<file path="src/rtl/rr_mux_arbiter_pkg.sv">
// Shared definitions for the round-robin mux arbiter: FSM state codes,
// default sizing constants and a modular index increment helper.
package rr_mux_arbiter_pkg;

    localparam int DEF_N        = 4;
    localparam int DEF_W        = 8;
    localparam int DEF_MAX_HOLD = 8;

    typedef enum logic {
        ST_IDLE  = 1'b0,
        ST_GRANT = 1'b1
    } arb_state_t;

    function automatic int wrap_inc(input int idx, input int n);
        return (idx + 1 >= n) ? 0 : idx + 1;
    endfunction

endpackage

</file>
<file path="src/rtl/rr_mux_arbiter_rr_pick.sv">
// Combinational round-robin picker: rotate candidates so ptr sits at bit 0,
// take the lowest set bit, then rotate the index back.
module rr_pick #(
    parameter int N  = 4,
    parameter int IW = 2
) (
    input  logic [N-1:0]  req,
    input  logic [IW-1:0] ptr,
    input  logic [N-1:0]  mask,
    output logic          any,
    output logic [IW-1:0] win_idx
);

    logic [N-1:0] cand;
    logic [N-1:0] rot;
    logic [IW:0]  off;
    logic [IW:0]  sum;

    assign cand = req & ~mask;
    assign rot  = N'({cand, cand} >> ptr);
    assign any  = |rot;

    // Walking downward leaves the lowest set bit as the final assignment.
    always_comb begin
        off = '0;
        for (int i = N - 1; i >= 0; i--) begin
            if (rot[i]) begin
                off = (IW + 1)'(i);
            end
        end
    end

    assign sum     = {1'b0, ptr} + off;
    assign win_idx = (sum >= (IW + 1)'(N)) ? IW'(sum - (IW + 1)'(N)) : IW'(sum);

endmodule

</file>
<file path="src/rtl/rr_mux_arbiter.sv">
// Round-robin arbiter sharing one N-to-1 data mux. Optional grant hold limit
// with preemption is enabled by defining ARB_HOLD_LIMIT_EN.
module rr_mux_arbiter
    import rr_mux_arbiter_pkg::*;
#(
    parameter int N        = DEF_N,
    parameter int W        = DEF_W,
    parameter int IW       = 2,
    parameter int MAX_HOLD = DEF_MAX_HOLD
) (
    input  logic           clock,
    input  logic           reset,
    input  logic [N-1:0]   req,
    input  logic [N*W-1:0] w,
    output logic [N-1:0]   gnt,
    output logic [IW-1:0]  gnt_idx,
    output logic           busy,
    output logic [W-1:0]   f
);

    generate
        if (N < 2 || N > 16 || IW != $clog2(N) || MAX_HOLD < 1) begin : g_param_err
            $error("rr_mux_arbiter: illegal N/IW/MAX_HOLD combination");
        end
    endgenerate

    arb_state_t    state_reg, state_next;
    logic [IW-1:0] idx_reg, idx_next;
    logic [IW-1:0] ptr_reg, ptr_next;
    logic [N-1:0]  gnt_reg, gnt_next;
    logic [IW-1:0] idx_inc, pick_ptr, win_idx;
    logic [N-1:0]  win_onehot;
    logic          any, owner_req, hold_expired;

    assign busy      = (state_reg == ST_GRANT);
    assign idx_inc   = IW'(wrap_inc(int'(idx_reg), N));
    // While granted, search starts just past the owner so it ranks last.
    assign pick_ptr  = busy ? idx_inc : ptr_reg;
    assign owner_req = |(req & gnt_reg);

    rr_pick #(
        .N  (N),
        .IW (IW)
    ) u_pick (
        .req     (req),
        .ptr     (pick_ptr),
        .mask    (gnt_reg),
        .any     (any),
        .win_idx (win_idx)
    );

    genvar gi;
    generate
        for (gi = 0; gi < N; gi++) begin : g_onehot
            assign win_onehot[gi] = (win_idx == IW'(gi));
        end
    endgenerate

    always_comb begin
        state_next = state_reg;
        idx_next   = idx_reg;
        ptr_next   = ptr_reg;
        gnt_next   = gnt_reg;
        case (state_reg)
            ST_IDLE: begin
                if (any) begin
                    state_next = ST_GRANT;
                    idx_next   = win_idx;
                    gnt_next   = win_onehot;
                end
            end
            ST_GRANT: begin
                if (!owner_req) begin
                    ptr_next = idx_inc;
                    if (any) begin
                        idx_next = win_idx;
                        gnt_next = win_onehot;
                    end else begin
                        state_next = ST_IDLE;
                        gnt_next   = '0;
                    end
                end else if (hold_expired && any) begin
                    ptr_next = idx_inc;
                    idx_next = win_idx;
                    gnt_next = win_onehot;
                end
            end
            default: begin
                state_next = ST_IDLE;
                gnt_next   = '0;
            end
        endcase
    end

    always_ff @(posedge clock) begin
        if (reset) begin
            state_reg <= ST_IDLE;
            idx_reg   <= '0;
            ptr_reg   <= '0;
            gnt_reg   <= '0;
        end else begin
            state_reg <= state_next;
            idx_reg   <= idx_next;
            ptr_reg   <= ptr_next;
            gnt_reg   <= gnt_next;
        end
    end

`ifdef ARB_HOLD_LIMIT_EN
    localparam int HW = (MAX_HOLD > 1) ? $clog2(MAX_HOLD) : 1;

    logic [HW-1:0] hold_reg, hold_next;

    assign hold_expired = (hold_reg == HW'(MAX_HOLD - 1));

    // Counts only while the same owner keeps the grant; saturates at the limit.
    always_comb begin
        hold_next = '0;
        if (state_reg == ST_GRANT && state_next == ST_GRANT && idx_next == idx_reg) begin
            hold_next = hold_expired ? hold_reg : hold_reg + HW'(1);
        end
    end

    always_ff @(posedge clock) begin
        if (reset) begin
            hold_reg <= '0;
        end else begin
            hold_reg <= hold_next;
        end
    end
`else
    assign hold_expired = 1'b0;
`endif

    assign gnt     = gnt_reg;
    assign gnt_idx = idx_reg;

    always_comb begin
        f = '0;
        if (busy) begin
            f = w[idx_reg*W +: W];
        end
    end

endmodule

</file>
<file path="config.mk">
export PLATFORM = sky130hd
export DESIGN_NAME = rr_mux_arbiter
export DESIGN_NICKNAME = d
export VERILOG_FILES = /design/src/rtl/rr_mux_arbiter_pkg.sv /design/src/rtl/rr_mux_arbiter_rr_pick.sv /design/src/rtl/rr_mux_arbiter.sv
export SDC_FILE = /design/constraint.sdc
export NUM_CORES = 1
export LEC_CHECK = 0
export ABC_AREA = 1
export CAP_MARGIN = 20
export CORE_MARGIN = 2
export CORE_UTILIZATION = 40
export DETAILED_ROUTE_END_ITERATION = 7
export HOLD_SLACK_MARGIN = 0.1
export PLACE_DENSITY_LB_ADDON = 0.08
export SYNTH_ARGS = -nofsm -noshare
export SYNTH_HDL_FRONTEND = slang
export SYNTH_SLANG_ARGS = --single-unit
</file>
<file path="constraint.sdc">
create_clock -name clock -period 6.55 [get_ports clock]
set_input_delay 0.655 -clock clock [delete_from_list [all_inputs] [get_ports clock]]
set_output_delay 0.655 -clock clock [all_outputs]
set_load 0.02 [all_outputs]
</file>
==> results of run 1 <==
## report_power, final
group          total [mW]  internal, mW  switching [mW]
combinational       0.527         0.211           0.316
clock              0.0433        0.0226          0.0207
sequential          0.108        0.0728          0.0356
total               0.679         0.307           0.372
## layer usage
layer,up-vias,wire length [um],track usage
met2,47,1510,0.395
met5,-,0,0
met4,0,65,0.104
li1,699,-,-
met1,572,1500,0.295
met3,9,181,0.0273
## kinds of logic after synthesis
kind of cell	count (synthesis)	share of synthesized area
and+or+nand+nor	103	0.473
AOI/OAI and AO/OA	39	0.202
buffers and inverters	30	0.119
DFF	9	0.174
adders and majority gates	2	0.0242
xor gates and xnor gates	1	0.00847
## final cells by class
class / count / area share
Clock buffer: 3 / 0.0141
Clock inverter: 1 / 0.00314
Inverter: 25 / 0.0604
Multi-Input combinational cell: 145 / 0.459
Sequential cell: 9 / 0.113
Tap cell: 30 / 0.0235
Timing Repair Buffer: 52 / 0.327
## stage by stage
step                total power [mW]  setup WS (ns)
CTS                            0.681           3.41
finish                         0.679           3.43
floorplan                      0.487           4.24
global placement               0.625           3.75
detailed placement             0.634           3.66
global route                   0.760           3.20
## critical path, stage by stage (launching register included)
cell and delay, ns:
dfxtp_1 0.79, inv_1 0.41, o21ai_0 0.35, a21oi_1 0.11, clkdlybuf4s50_1 0.54
## path summary, 6_finish.rpt
check / start / end / slack (ns) / cells past startpoint
hold / removal: ptr_reg[1]$_SDFFE_PP0P_ / ptr_reg[1]$_SDFFE_PP0P_ / 0.51 / 2
hold reg to reg: ptr_reg[1]$_SDFFE_PP0P_ / ptr_reg[1]$_SDFFE_PP0P_ / 0.51 / 2
setup / recovery: gnt_idx[0]$_SDFFE_PP0P_ / f[0] / 3.43 / 4
setup reg to reg: gnt_idx[0]$_SDFFE_PP0P_ / gnt[2]$_SDFFE_PP0P_ / 3.63 / 18
## layout by cell type (no fill, tap or decap), types with 3 or more instances in the layout
cell	netlist	routed
inv_1	21	21
nand2_4	4	4
clkdlybuf4s50_1	0	52
a21oi_1	14	14
nand2_1	27	27
nor2_1	39	39
clkbuf_4	0	3
nand2_2	4	4
nand3_1	23	23
inv_2	3	3
dfxtp_1	9	9
o21ai_0	20	20
==> impl_metrics.json, run 1 <==
{
  "yosysWarnings": 0,
  "synthCells": 184,
  "clock_skew_ns": 0.00668,
  "io_pins": 53,
  "cts_max_level": 1,
  "critPathMaxFanout": 21,
  "wl_per_cell_um": 12.3,
  "critPathCaptureType": "primary output",
  "cap_violations": 0,
  "powerDensity_nw_per_um2": 426,
  "via_per_inst": 5.01,
  "slew-limit-headroom": 0.520,
  "max_freq_mhz": 320,
  "critPathLaunchType": "register",
  "worst_pin_slew_ns": 0.720,
  "grt_use_total": 0.234,
  "fillCellCount": 234,
  "rsz0062_at_grt": "false",
  "cp.arrival_ns": 2.47,
  "yosys.cell_count.top_type": "nor2_1",
  "ant_nets": 0,
  "cts_root_buffer": "clkbuf_4",
  "fp.dieH_um": 54.9,
  "cts_resized": 0,
  "cts_buffer_depth": 2,
  "place.gp.congestion": 0.864,
  "num_antenna_cells": 0,
  "clk_latency_ns": 0.27,
  "grt-ovfl-total": 0,
  "final_cell_area_um2": 1590,
  "largest_reg_flops": 4,
  "final_nets": 276,
  "grt_pass1_wl_um": 5100,
  "yosysTopAreaCellShare": 0.174,
  "start_util": 0.422,
  "instances_no_fill": 265,
  "timing.final.hold_violations": 0,
  "grt_max_degree": 22,
  "multiInputGateArea_um2": 732,
  "fp-row-count": 18,
  "post_cts_buffers": 0,
  "fp.dieW_um": 54.9,
  "tns_ns": 0,
  "criticalPathCategory": "reg -> out",
  "finalSetupViolations": 0,
  "hold_slack_ns": 0.507,
  "wl_um": 3250,
  "ys_top_cells_by_count": "39 x nor2_1, 27 x nand2_1, 23 x nand3_1, 21 x inv_1, 20 x o21ai_0",
  "fin_util": 0.649,
  "clkSlewWorstSetupHoldPaths_ns": 0.06,
  "placedCellCount": 261,
  "ys.flop_type": "dfxtp_1",
  "drt_iter0_markers": 29,
  "yosysTopAreaCell": "dfxtp_1",
  "cts_tree": "yes",
  "firstDrtPassIters": 5,
  "io_buffers": 52,
  "post-route-drc-count": 0,
  "synth_area_per_cell_um2": 5.62,
  "ys_seq_elements": 9,
  "hold_class": "reg -> reg",
  "clkSinkCount": 9,
  "ir_drop_v": 0.000316,
  "finalCriticalPeriod_ns": 3.12,
  "ys_seq_area_frac": 0.174,
  "synth_edf_count": 0,
  "slew_violations": 0,
  "synth_cell_types": 23,
  "area_growth_pct": 54.1,
  "core_area_um2": 2450,
  "synth.area.top_cells": "dfxtp_1 17%, nor2_1 14%, nand3_1 11%",
  "antenna_found_initial": 0,
  "required_ns": 5.89,
  "cts-hold-fix-buffers": 0,
  "drive_gt1_frac": 0.0936,
  "status": "finished clean",
  "vias": 1327,
  "register_area_um2": 180,
  "period_share": 0.477,
  "place_area_um2": 1570,
  "dpl.hpwl_um": 2600,
  "async_flop_share": 0,
  "die_area_um2": 3010,
  "synth_fp_nets": 224,
  "p_leak_nw": 0.725,
  "syn_area_um2": 1030,
  "grt_pass1_vias": 1180,
  "cts_buffers": 3
}
No activity file was read; power rests on OpenSTA's default activity.
==> run 2: changes to the inputs <==
Clock period 6.55 ns to 3.2 ns, I/O delays scaled along.
==> impl_metrics.json, run 2 (synthesis results as in run 1) <==
{
  "grt_pass1_vias": 1172,
  "clock_skew_ns": 0.00210,
  "layout_commonest_cell": "clkdlybuf4s50_1",
  "io_pins": 53,
  "post-route-drc-count": 0,
  "critPathMaxFanout": 12,
  "grt-ovfl-total": 0,
  "final_nets": 277,
  "finalCriticalPeriod_ns": 2.69,
  "tns_ns": 0,
  "core_area_um2": 2450,
  "instances_no_fill": 266,
  "largest_reg_flops": 4,
  "ant_nets": 0,
  "holdPathStages": 2,
  "vias": 1373,
  "placedCellCount": 262,
  "cts_resized": 0,
  "powerDensity_nw_per_um2": 887,
  "clk_latency_ns": 0.26,
  "cts_buffers": 3,
  "cts-hold-fix-buffers": 0,
  "hold_class": "reg -> reg",
  "grt_use_total": 0.239,
  "cts_max_level": 1,
  "post_cts_buffers": 0,
  "r2r_cells": 17,
  "cts_buffer_depth": 2,
  "critPathCaptureType": "register",
  "fp.dieW_um": 54.9,
  "cts_tree": "yes",
  "fp-row-count": 18,
  "cp.arrival_ns": 2.89,
  "critPathLaunchType": "register",
  "status": "finished clean",
  "ir_drop_v": 0.000730,
  "antenna_found_initial": 0,
  "worstReg2RegEnd": "gnt[1]$_SDFFE_PP0P_",
  "slew-limit-headroom": 0.728,
  "criticalPathCategory": "reg -> reg",
  "clkSlewWorstSetupHoldPaths_ns": 0.06,
  "timing.final.hold_violations": 0,
  "area_growth_pct": 54.7,
  "die_area_um2": 3010,
  "firstDrtPassIters": 5,
  "p_leak_nw": 0.728,
  "dpl.hpwl_um": 2600,
  "start_util": 0.422,
  "required_ns": 3.39,
  "finalSetupViolations": 0,
  "rsz0062_at_grt": "false",
  "place.gp.congestion": 0.875,
  "layout_common_cells": "52 x clkdlybuf4s50_1, 39 x nor2_1, 27 x nand2_1",
  "drt_iter0_markers": 90,
  "grt_pass1_wl_um": 5240,
  "fillCellCount": 234,
  "slew_violations": 0,
  "min_from": "gnt[2]$_SDFFE_PP0P_",
  "worst_pin_slew_ns": 0.408,
  "clkSinkCount": 9,
  "num_antenna_cells": 0,
  "fp.dieH_um": 54.9,
  "whs_endpoint": "gnt[2]$_SDFFE_PP0P_",
  "period_share": 0.842,
  "grt_max_degree": 21,
  "max_freq_mhz": 371,
  "wl_per_cell_um": 12.5,
  "via_per_inst": 5.16,
  "wl_um": 3340,
  "cts_root_buffer": "clkbuf_4",
  "rrSetupSlack_ns": 0.51,
  "io_buffers": 52,
  "cap_violations": 0,
  "drive_gt1_frac": 0.0932,
  "timing.rr.start": "gnt_idx[1]$_SDFFE_PP0P_"
}
==> run 2: changes by cell type in the layout (fill, tap and decap cells not counted) <==
cell,delta
clkbuf_1,+1
buf_4,+1
clkinv_2,-1
==> run 2: final cells by class <==
cell class,instances,area [um2],share of cell area
clock buffers,4,26.3,0.0164
multi-input cells,145,732,0.457
flip-flops and latches,9,180,0.113
well taps,30,37.5,0.0235
repair buffers,53,528,0.330
inverters,25,96.3,0.0602
==> run 2: stage by stage <==
| stage | hold slack, ns | setup WS, ns | utilization | total power, mW | area, um2 |
|---|---|---|---|---|---|
| after global placement | 0.497 | 0.693 | 0.641 | 1.29 | 1570 |
| after floorplan | 0.389 | 0.889 | - | 0.997 | 1030 |
| after global routing | 0.555 | 0.224 | 0.652 | 1.56 | 1600 |
| after detailed placement | 0.513 | 0.579 | 0.641 | 1.31 | 1570 |
| after CTS | 0.526 | 0.542 | 0.652 | 1.41 | 1600 |
| final | 0.524 | 0.505 | 0.652 | 1.42 | 1600 |
==> run 2: critical path, cell delays in order (launching register included) <==
cell     delay [ns]
dfxtp_1        0.57
ha_1           0.31
inv_1          0.08
nand2_1        0.06
o21ai_2        0.18
inv_4          0.08
nand3_1        0.10
nand2_1        0.10
nand2_1        0.07
nand2_1        0.07
nand2_1        0.10
inv_1          0.05
ha_1           0.19
xnor2_1        0.19
nand3_1        0.12
nand2_2        0.13
nand3_1        0.10
a21oi_1        0.13
==> run 2: worst max-delay path by stage <==
| stage | start | to | slack (ns) | depth (start not counted) |
|---|---|---|---|---|
| after floorplan | gnt_idx[0]$_SDFFE_PP0P_ | gnt[2]$_SDFFE_PP0P_ | 0.89 | 18 |
| after global placement | gnt_idx[1]$_SDFFE_PP0P_ | gnt[2]$_SDFFE_PP0P_ | 0.69 | 18 |
| after detailed placement | gnt_idx[1]$_SDFFE_PP0P_ | gnt[2]$_SDFFE_PP0P_ | 0.58 | 18 |
| after CTS | gnt_idx[1]$_SDFFE_PP0P_ | gnt[2]$_SDFFE_PP0P_ | 0.54 | 18 |
| after global routing | gnt_idx[1]$_SDFFE_PP0P_ | gnt[1]$_SDFFE_PP0P_ | 0.22 | 17 |
| final | gnt_idx[1]$_SDFFE_PP0P_ | gnt[1]$_SDFFE_PP0P_ | 0.51 | 17 |
==> run 2: layer usage <==
metal  routed length, um  GRT usage  up-vias  share of wire
li1                    -          -      704              -
met1                1520      0.339      607           0.46
met2                1530      0.373       58           0.46
met3                 259     0.0246        4          0.078
met4                  30     0.0792        0         0.0090
met5                   0          0        -              0
==> run 2: power breakdown <==
part	switching [mW]	total, mW	leakage, nW	internal, mW
registers	0.0483	0.197	0.0745	0.149
clock network	0.0400	0.0881	0.0150	0.0481
logic	0.695	1.13	0.638	0.439
total	0.784	1.42	0.728	0.636
